## config.mk

```make
export PLATFORM = sky130hd
export DESIGN_NAME = serial_subtractor
export DESIGN_NICKNAME = d
export VERILOG_FILES = /design/src/rtl/serial_subtractor.sv
export SDC_FILE = /design/constraint.sdc
export NUM_CORES = 1
export LEC_CHECK = 0
export BUFFER_PORTS_ARGS = -buffer_cell sky130_fd_sc_hd__buf_2
export CELL_PAD_IN_SITES_DETAIL_PLACEMENT = 2
export CELL_PAD_IN_SITES_GLOBAL_PLACEMENT = 2
export CORE_MARGIN = 1.5
export CORE_UTILIZATION = 30
export DETAILED_ROUTE_END_ITERATION = 8
export PLACE_DENSITY_LB_ADDON = 0.1
export SYNTH_ARGS = -nofsm -noshare
export SYNTH_HDL_FRONTEND = slang
export SYNTH_SLANG_ARGS = --single-unit
```

## constraint.sdc

```tcl
create_clock -name clk -period 2.5 [get_ports clk]
set_clock_uncertainty 0.15 [all_clocks]
set_input_delay 0 -clock clk [delete_from_list [all_inputs] [get_ports clk]]
set_output_delay 0 -clock clk [all_outputs]
set_load 0.02 [all_outputs]
```

## src/rtl/serial_subtractor.sv

```systemverilog
// serial_subtractor
//
// Bit-serial two's-complement subtractor. Computes A - B - Bin one bit per
// clock, LSB first, through a single full-subtractor cell and a registered
// borrow. Used as the low-area subtract/compare path next to the ALU's
// combinational ripple adder.
//
// Ports:
//   clk    - rising-edge clock
//   rst_n  - asynchronous active-low reset
//   start  - operation request, sampled only while not busy (IDLE or FIN)
//   a, b   - minuend / subtrahend, captured when start is accepted
//   bin    - borrow-in, captured when start is accepted
//   busy   - high while bits are being processed
//   done   - one-cycle pulse when diff/bout/flags become valid
//   diff   - A - B - Bin mod 2^WIDTH, held until the next result lands
//   bout   - final borrow-out (1 = unsigned A < B + Bin)
//   zero   - diff == 0                 (only with SERIAL_SUB_FLAGS_EN)
//   neg    - diff[WIDTH-1]             (only with SERIAL_SUB_FLAGS_EN)
//   ovf    - signed overflow of A - B  (only with SERIAL_SUB_FLAGS_EN)
//
// Build option: define SERIAL_SUB_FLAGS_EN to get registered zero/neg/ovf
// flags. Without it those outputs are tied to 0 and have no registers.

module serial_subtractor #(
    parameter int WIDTH = 8
) (
    input  logic             clk,
    input  logic             rst_n,
    input  logic             start,
    input  logic [WIDTH-1:0] a,
    input  logic [WIDTH-1:0] b,
    input  logic             bin,
    output logic             busy,
    output logic             done,
    output logic [WIDTH-1:0] diff,
    output logic             bout,
    output logic             zero,
    output logic             neg,
    output logic             ovf
);

    localparam int CW = $clog2(WIDTH);
    localparam logic [CW-1:0] LAST_BIT = CW'(WIDTH - 1);

    typedef enum logic [1:0] {
        IDLE = 2'd0,
        RUN  = 2'd1,
        FIN  = 2'd2
    } state_t;

    state_t           state_q, state_d;
    logic [WIDTH-1:0] ra_q, ra_d;
    logic [WIDTH-1:0] rb_q, rb_d;
    logic             borrow_q, borrow_d;
    logic [CW-1:0]    cnt_q, cnt_d;
    // Only WIDTH-1 partial bits need storing: the last bit goes straight
    // into diff on the finishing edge.
    logic [WIDTH-2:0] res_q, res_d;
    logic [WIDTH-1:0] diff_q, diff_d;
    logic             bout_q, bout_d;
    logic             busy_q, busy_d;
    logic             done_q, done_d;

    logic             bit_a, bit_b, bit_d, borrow_nx;
    logic [WIDTH-1:0] result_full;
    logic             finish;

    // Next-state and datapath logic. Start is only honoured in IDLE and FIN,
    // so a request arriving mid-operation is simply dropped. Accepting start
    // in FIN gives back-to-back operation with no idle cycle.
    always_comb begin
        state_d     = state_q;
        ra_d        = ra_q;
        rb_d        = rb_q;
        borrow_d    = borrow_q;
        cnt_d       = cnt_q;
        res_d       = res_q;
        diff_d      = diff_q;
        bout_d      = bout_q;
        busy_d      = busy_q;
        done_d      = 1'b0;
        finish      = 1'b0;

        bit_a       = ra_q[cnt_q];
        bit_b       = rb_q[cnt_q];
        bit_d       = bit_a ^ bit_b ^ borrow_q;
        borrow_nx   = (~bit_a & bit_b) | (~(bit_a ^ bit_b) & borrow_q);
        result_full = {bit_d, res_q};

        case (state_q)
            IDLE, FIN: begin
                busy_d  = 1'b0;
                state_d = IDLE;
                if (start) begin
                    ra_d     = a;
                    rb_d     = b;
                    borrow_d = bin;
                    cnt_d    = '0;
                    busy_d   = 1'b1;
                    state_d  = RUN;
                end
            end
            RUN: begin
                res_d    = result_full[WIDTH-1:1];
                borrow_d = borrow_nx;
                cnt_d    = cnt_q + CW'(1);
                if (cnt_q == LAST_BIT) begin
                    finish  = 1'b1;
                    diff_d  = result_full;
                    bout_d  = borrow_nx;
                    busy_d  = 1'b0;
                    done_d  = 1'b1;
                    state_d = FIN;
                end
            end
            default: begin
                state_d = IDLE;
                busy_d  = 1'b0;
            end
        endcase
    end

    // State and datapath registers. Reset aborts any operation in flight
    // and clears every output, so no done is produced for it.
    always_ff @(posedge clk or negedge rst_n) begin
        if (!rst_n) begin
            state_q  <= IDLE;
            ra_q     <= '0;
            rb_q     <= '0;
            borrow_q <= 1'b0;
            cnt_q    <= '0;
            res_q    <= '0;
            diff_q   <= '0;
            bout_q   <= 1'b0;
            busy_q   <= 1'b0;
            done_q   <= 1'b0;
        end else begin
            state_q  <= state_d;
            ra_q     <= ra_d;
            rb_q     <= rb_d;
            borrow_q <= borrow_d;
            cnt_q    <= cnt_d;
            res_q    <= res_d;
            diff_q   <= diff_d;
            bout_q   <= bout_d;
            busy_q   <= busy_d;
            done_q   <= done_d;
        end
    end

    assign busy = busy_q;
    assign done = done_q;
    assign diff = diff_q;
    assign bout = bout_q;

`ifdef SERIAL_SUB_FLAGS_EN
    logic zero_q, zero_d;
    logic neg_q, neg_d;
    logic ovf_q, ovf_d;

    // Flags are computed from the completed result on the same edge that
    // diff is loaded. Overflow looks only at the operand signs and the
    // result sign; the borrow-in does not take part.
    always_comb begin
        zero_d = zero_q;
        neg_d  = neg_q;
        ovf_d  = ovf_q;
        if (finish) begin
            zero_d = (result_full == '0);
            neg_d  = result_full[WIDTH-1];
            ovf_d  = (ra_q[WIDTH-1] ^ rb_q[WIDTH-1]) &
                     (ra_q[WIDTH-1] ^ result_full[WIDTH-1]);
        end
    end

    // Flag registers share the datapath's asynchronous reset.
    always_ff @(posedge clk or negedge rst_n) begin
        if (!rst_n) begin
            zero_q <= 1'b0;
            neg_q  <= 1'b0;
            ovf_q  <= 1'b0;
        end else begin
            zero_q <= zero_d;
            neg_q  <= neg_d;
            ovf_q  <= ovf_d;
        end
    end

    assign zero = zero_q;
    assign neg  = neg_q;
    assign ovf  = ovf_q;
`else
    assign zero = 1'b0;
    assign neg  = 1'b0;
    assign ovf  = 1'b0;
`endif

endmodule

```

# Word level (Yosys, flattened, before mapping)
# Index checks and enable logic that the tools add are counted.
dict set report op_classes {
  addsub 1
  multipliers 0
  n_div 0
  n_lt_le_gt_ge 1
  eq_ne 5
  shift 0
  n_mux 16
  n_bitwise 7
  reduce_logical 6
}
# op count
set ops {}
lappend ops {{two-way mux 1 bit} 8}
lappend ops {{binary-select mux 1 bit (select 3 bit)} 2}
lappend ops {{case mux 3 bit (2 select lines)} 1}
lappend ops {{AND reduction 2 bit} 3}
lappend ops {{< comparator 3 x 4 -> 1 bit (second input constant)} 1}
lappend ops {{inequality test 2 bit (second input constant)} 2}
lappend ops {{case mux 1 bit (2 select lines)} 2}
lappend ops {{case mux 2 bit (2 select lines)} 1}
lappend ops {{adder 3 x 1 -> 3 bit (second input constant)} 1}
lappend ops {{equality test 3 bit (second input constant)} 1}
lappend ops {{two-way mux 3 bit} 1}
lappend ops {{bitwise AND 1 bit} 2}
lappend ops {{equality test 2 x 1 -> 1 bit (second input constant)} 1}
lappend ops {{equality test 2 bit (second input constant)} 1}
lappend ops {{zero test 2 bit} 1}
lappend ops {{two-way mux 2 bit} 1}
lappend ops {{NOT 1 bit} 2}
lappend ops {{nonzero test 2 bit} 1}
lappend ops {{OR reduction 2 bit} 1}
lappend ops {{bitwise XOR 1 bit} 2}
lappend ops {{bitwise OR 1 bit} 1}
dict set report totals {
  regBits 40
  latchBits 0
  ramBits 0
  romBits 0
  output_inout_bits 14
  wordCells 46
  mem_count 0
}

# Depth between registers and ports, before layout
dict set report depth {
  ltp_word 7
  depth_mapped 6
}

# Worst setup path after synthesis
# OpenSTA, ideal clock, no wires.
dict set report synth_timing {
  path_kind {register -> register}
  start {register cnt_q[0]}
  end {register diff_q[7] (netlist: diff[7])}
  setup_ns 0.125
  arrival_ns 1.981
  setup_slack_ns 0.245
  path_stages_with_launch 6
  cell_sequence {dfrtp_1 buf_6 mux4_1 mux2_2 fa_1 mux2_2}
}
dict set report synth_via {
  elab_chain_cells 4
}
# item line_no
set synth_lines {}
lappend synth_lines {{start: declaration} 56} ;# logic [CW-1:0] cnt_q, cnt_d;
lappend synth_lines {{start signal: assignment} 143} ;# cnt_q <= cnt_d;
lappend synth_lines {{binary-select mux 1 bit (select 3 bit), on equally long branches} {85, 86}}
lappend synth_lines {{two-way mux 1 bit, on equally long branches} {85, 86}}
lappend synth_lines {{bitwise XOR 1 bit * (2 in a row)} 87} ;# bit_d = bit_a ^ bit_b ^ borrow_q;
lappend synth_lines {{named net bit_d} 65} ;# logic bit_a, bit_b, bit_d, borrow_nx;
lappend synth_lines {{end signal: assignment} 145} ;# diff_q <= diff_d;
lappend synth_lines {{end: declaration} 60} ;# logic [WIDTH-1:0] diff_q, diff_d;
# The timed path passes the listed nets; every way through them passes the cells marked *. The select of a mux whose other input is x is not followed.
# A chain may end at the register's enable or synchronous reset.

# Final worst setup path
# Same ends and word-level chain as after synthesis.

==> impl_metrics.yaml <==
clock_tree:
  cts.sinks: 40
  cts_buffers: 5
  ctsHoldBuffers: 18
  cts_tree: "built"
  htreeDepth: 2
  cts_setup_buffers: 0
  cts_buffer_depth: 2
  cts-root-buf: "clkbuf_8"
  cts_resized: 0
  clk_pin_slew_ns: 0.08
  clock_latency_ns: 0.28
global_route:
  first_global_vias: 1313
  grt_usage: 0.132
  grt-ovfl-total: 0
  grt_pass1_wl_um: 6200
  antenna_found_initial: 0
  grt_max_degree: 41
die:
  initial_core_util: 0.309
  dieArea_um2: 6100
  die-height_um: 78.1
  core_um2: 5470
  die_w_um: 78.1
  fp-row-count: 27
  boundaryPins: 34
yosys:
  yosysWarningCount: 0
  ys_types: 22
  yosys.cell_count.top_type: "dfrtp_1"
  async_reset_ff_frac: 1.00
  synth_common_cells: "dfrtp_1, mux2_2, nand2_1"
  synth_largest_area_cell: "dfrtp_1"
  synthTopCellsByArea: "dfrtp_1, mux2_2, mux4_1"
  synth_top_area_frac: 0.592
  synth_top_flop_cell: "dfrtp_1"
  avgSynthCellArea_um2: 13.9
  seq_area_frac_synth: 0.592
  synth_edf_count: 0
  syn-instance-count: 122
  synth_area_um2: 1690
  synth_seq_cells: 40
critical_path:
  cp.arrival_ns: 2.41
  end_kind: "register"
  path_class: "register to register"
  worstPathRequired_ns: 2.52
  r2r_start: "cnt_q[0]$_DFFE_PN0P_"
  crit_path_max_fanout: 6
  crit_path_start_kind: "register"
  startpoint: "cnt_q[0]$_DFFE_PN0P_"
  reg2reg_depth: 4
timing:
  timing.hold.ws_ns: 0.223
  worst_pin_slew_ns: 0.902
  hold_viol_final: 0
  fmax_mhz: 419
  finalCritPeriodShare: 0.955
  fin_crit_ns: 2.39
  relSlewSlack: 0.399
  setup_viol: 0
  rsz0062_at_grt: "no"
  slew_violations: 0
  fin_tns_setup_ns: 0
detailed_routing:
  ant_nets: 0
  first_iter_violations: 13
  dr.pass1.iters: 2
  wire_per_inst_um: 14.5
  drc: 0
  vias: 1121
  wl_um: 3580
  vias_per_cell: 4.54
run:
  cap_violations: 0
cells_and_area:
  nFillCells: 583
  area_growth_pct: 29.1
  nNetsFinal: 197
  antenna_cells: 0
  drive_above_1_share: 0.383
hold_path:
  hold_start: "start"
  hold-path-cell-count: 4
  hold_path.class: "input port to register"
placed_design:
  place_congestion: 0.733
  hpwlAfterDp_um: 2480
  io_buffers: 30
run_status:
  status: "finished clean"
pwr:
  p_per_area_nw_per_um2: 1220
  cellLeakagePower_nw: 1.07
  peakVddDrop_mv: 0.428
## per-stage QoR
step	util	setup slack [ns]	cells	cell area, um^2	total power (W)
CTS	0.399	0.106	247	2180	0.00271
global placement	0.350	0.173	221	1910	0.00218
detailed placement	0.350	0.123	221	1910	0.00225
finish	0.399	0.113	247	2180	0.00266
global route	0.399	0.0339	247	2180	0.00289
floorplan	-	0.245	124	1700	0.00192
## kinds of logic (layout without fill, tap and decap cells)
| kind of cell | count (synthesis) | count (layout) | share of synthesized area |
|---|---|---|---|
| AND/OR/NAND/NOR | 30 | 30 | 0.0747 |
| buffers and inverters | 12 | 63 | 0.0399 |
| other | 1 | 3 | 0.00222 |
| adder cells (fa/ha/maj) | 3 | 3 | 0.0266 |
| flip-flops | 40 | 40 | 0.592 |
| multiplexers | 31 | 31 | 0.241 |
| AO/OA/AOI/OAI | 5 | 5 | 0.0237 |
## cell type report
cell class                 count  area (um^2)  share of cell area
timing repair buffer          52          360               0.165
sequential                    40         1000               0.458
clock buffer                   8         90.1              0.0413
multi-input combinational     72          631               0.289
tap                           72         90.1              0.0413
inverter                       3         11.3             0.00516
## cells in the final DEF (no fill, tap or decap), drive strengths merged
cell,synthesis,layout
dfrtp,40,40
buf,7,34
mux2,26,26
nand2,22,22
dlygate4sd3,0,18
clkbuf,2,8
mux4,4,4
inv,3,3
nor2,3,3
conb,1,3
nor2b,2,2
a22o,2,2
ha,2,2
nand3b,1,1
mux2i,1,1
nand2b,1,1
a221o,1,1
o21ai,1,1
a21o,1,1
or2,1,1
fa,1,1
## final timing paths
path	slack [ns]	end
max reg2reg	0.11	diff[7]$_DFFE_PN0P_
min in group asynchronous	0.25	diff[1]$_DFFE_PN0P_
max	0.11	diff[7]$_DFFE_PN0P_
max in group asynchronous	1.38	bout$_DFFE_PN0P_
min reg2reg	0.33	busy$_DFFE_PN0P_
min	0.22	busy$_DFFE_PN0P_
## layer usage
layer,routed length (um),track usage
met4,19,0.0375
met3,118,0.0291
met5,0,0
met2,2030,0.252
met1,1420,0.144
## where the power goes
group,internal [W],switching (W)
Clock,0.000225,0.000211
Combinational,0.000566,0.000489
Sequential,0.000956,0.000208
Total,0.00175,0.000909
## sequential cells by signal, indices dropped and copies added (netlist names)
name      flops
ra_q          8
res_q         7
state_q       2
rb_q          8
busy          1
bout          1
diff          8
cnt_q         3
done          1
borrow_q      1
## worst max-delay path, cell delays in order (launching register included)
cell and delay (ns):
dfrtp_1 0.51, mux4_1 0.59, mux2_2 0.29, fa_1 0.47, mux2_2 0.27
No activity file was read; power rests on OpenSTA's default activity.
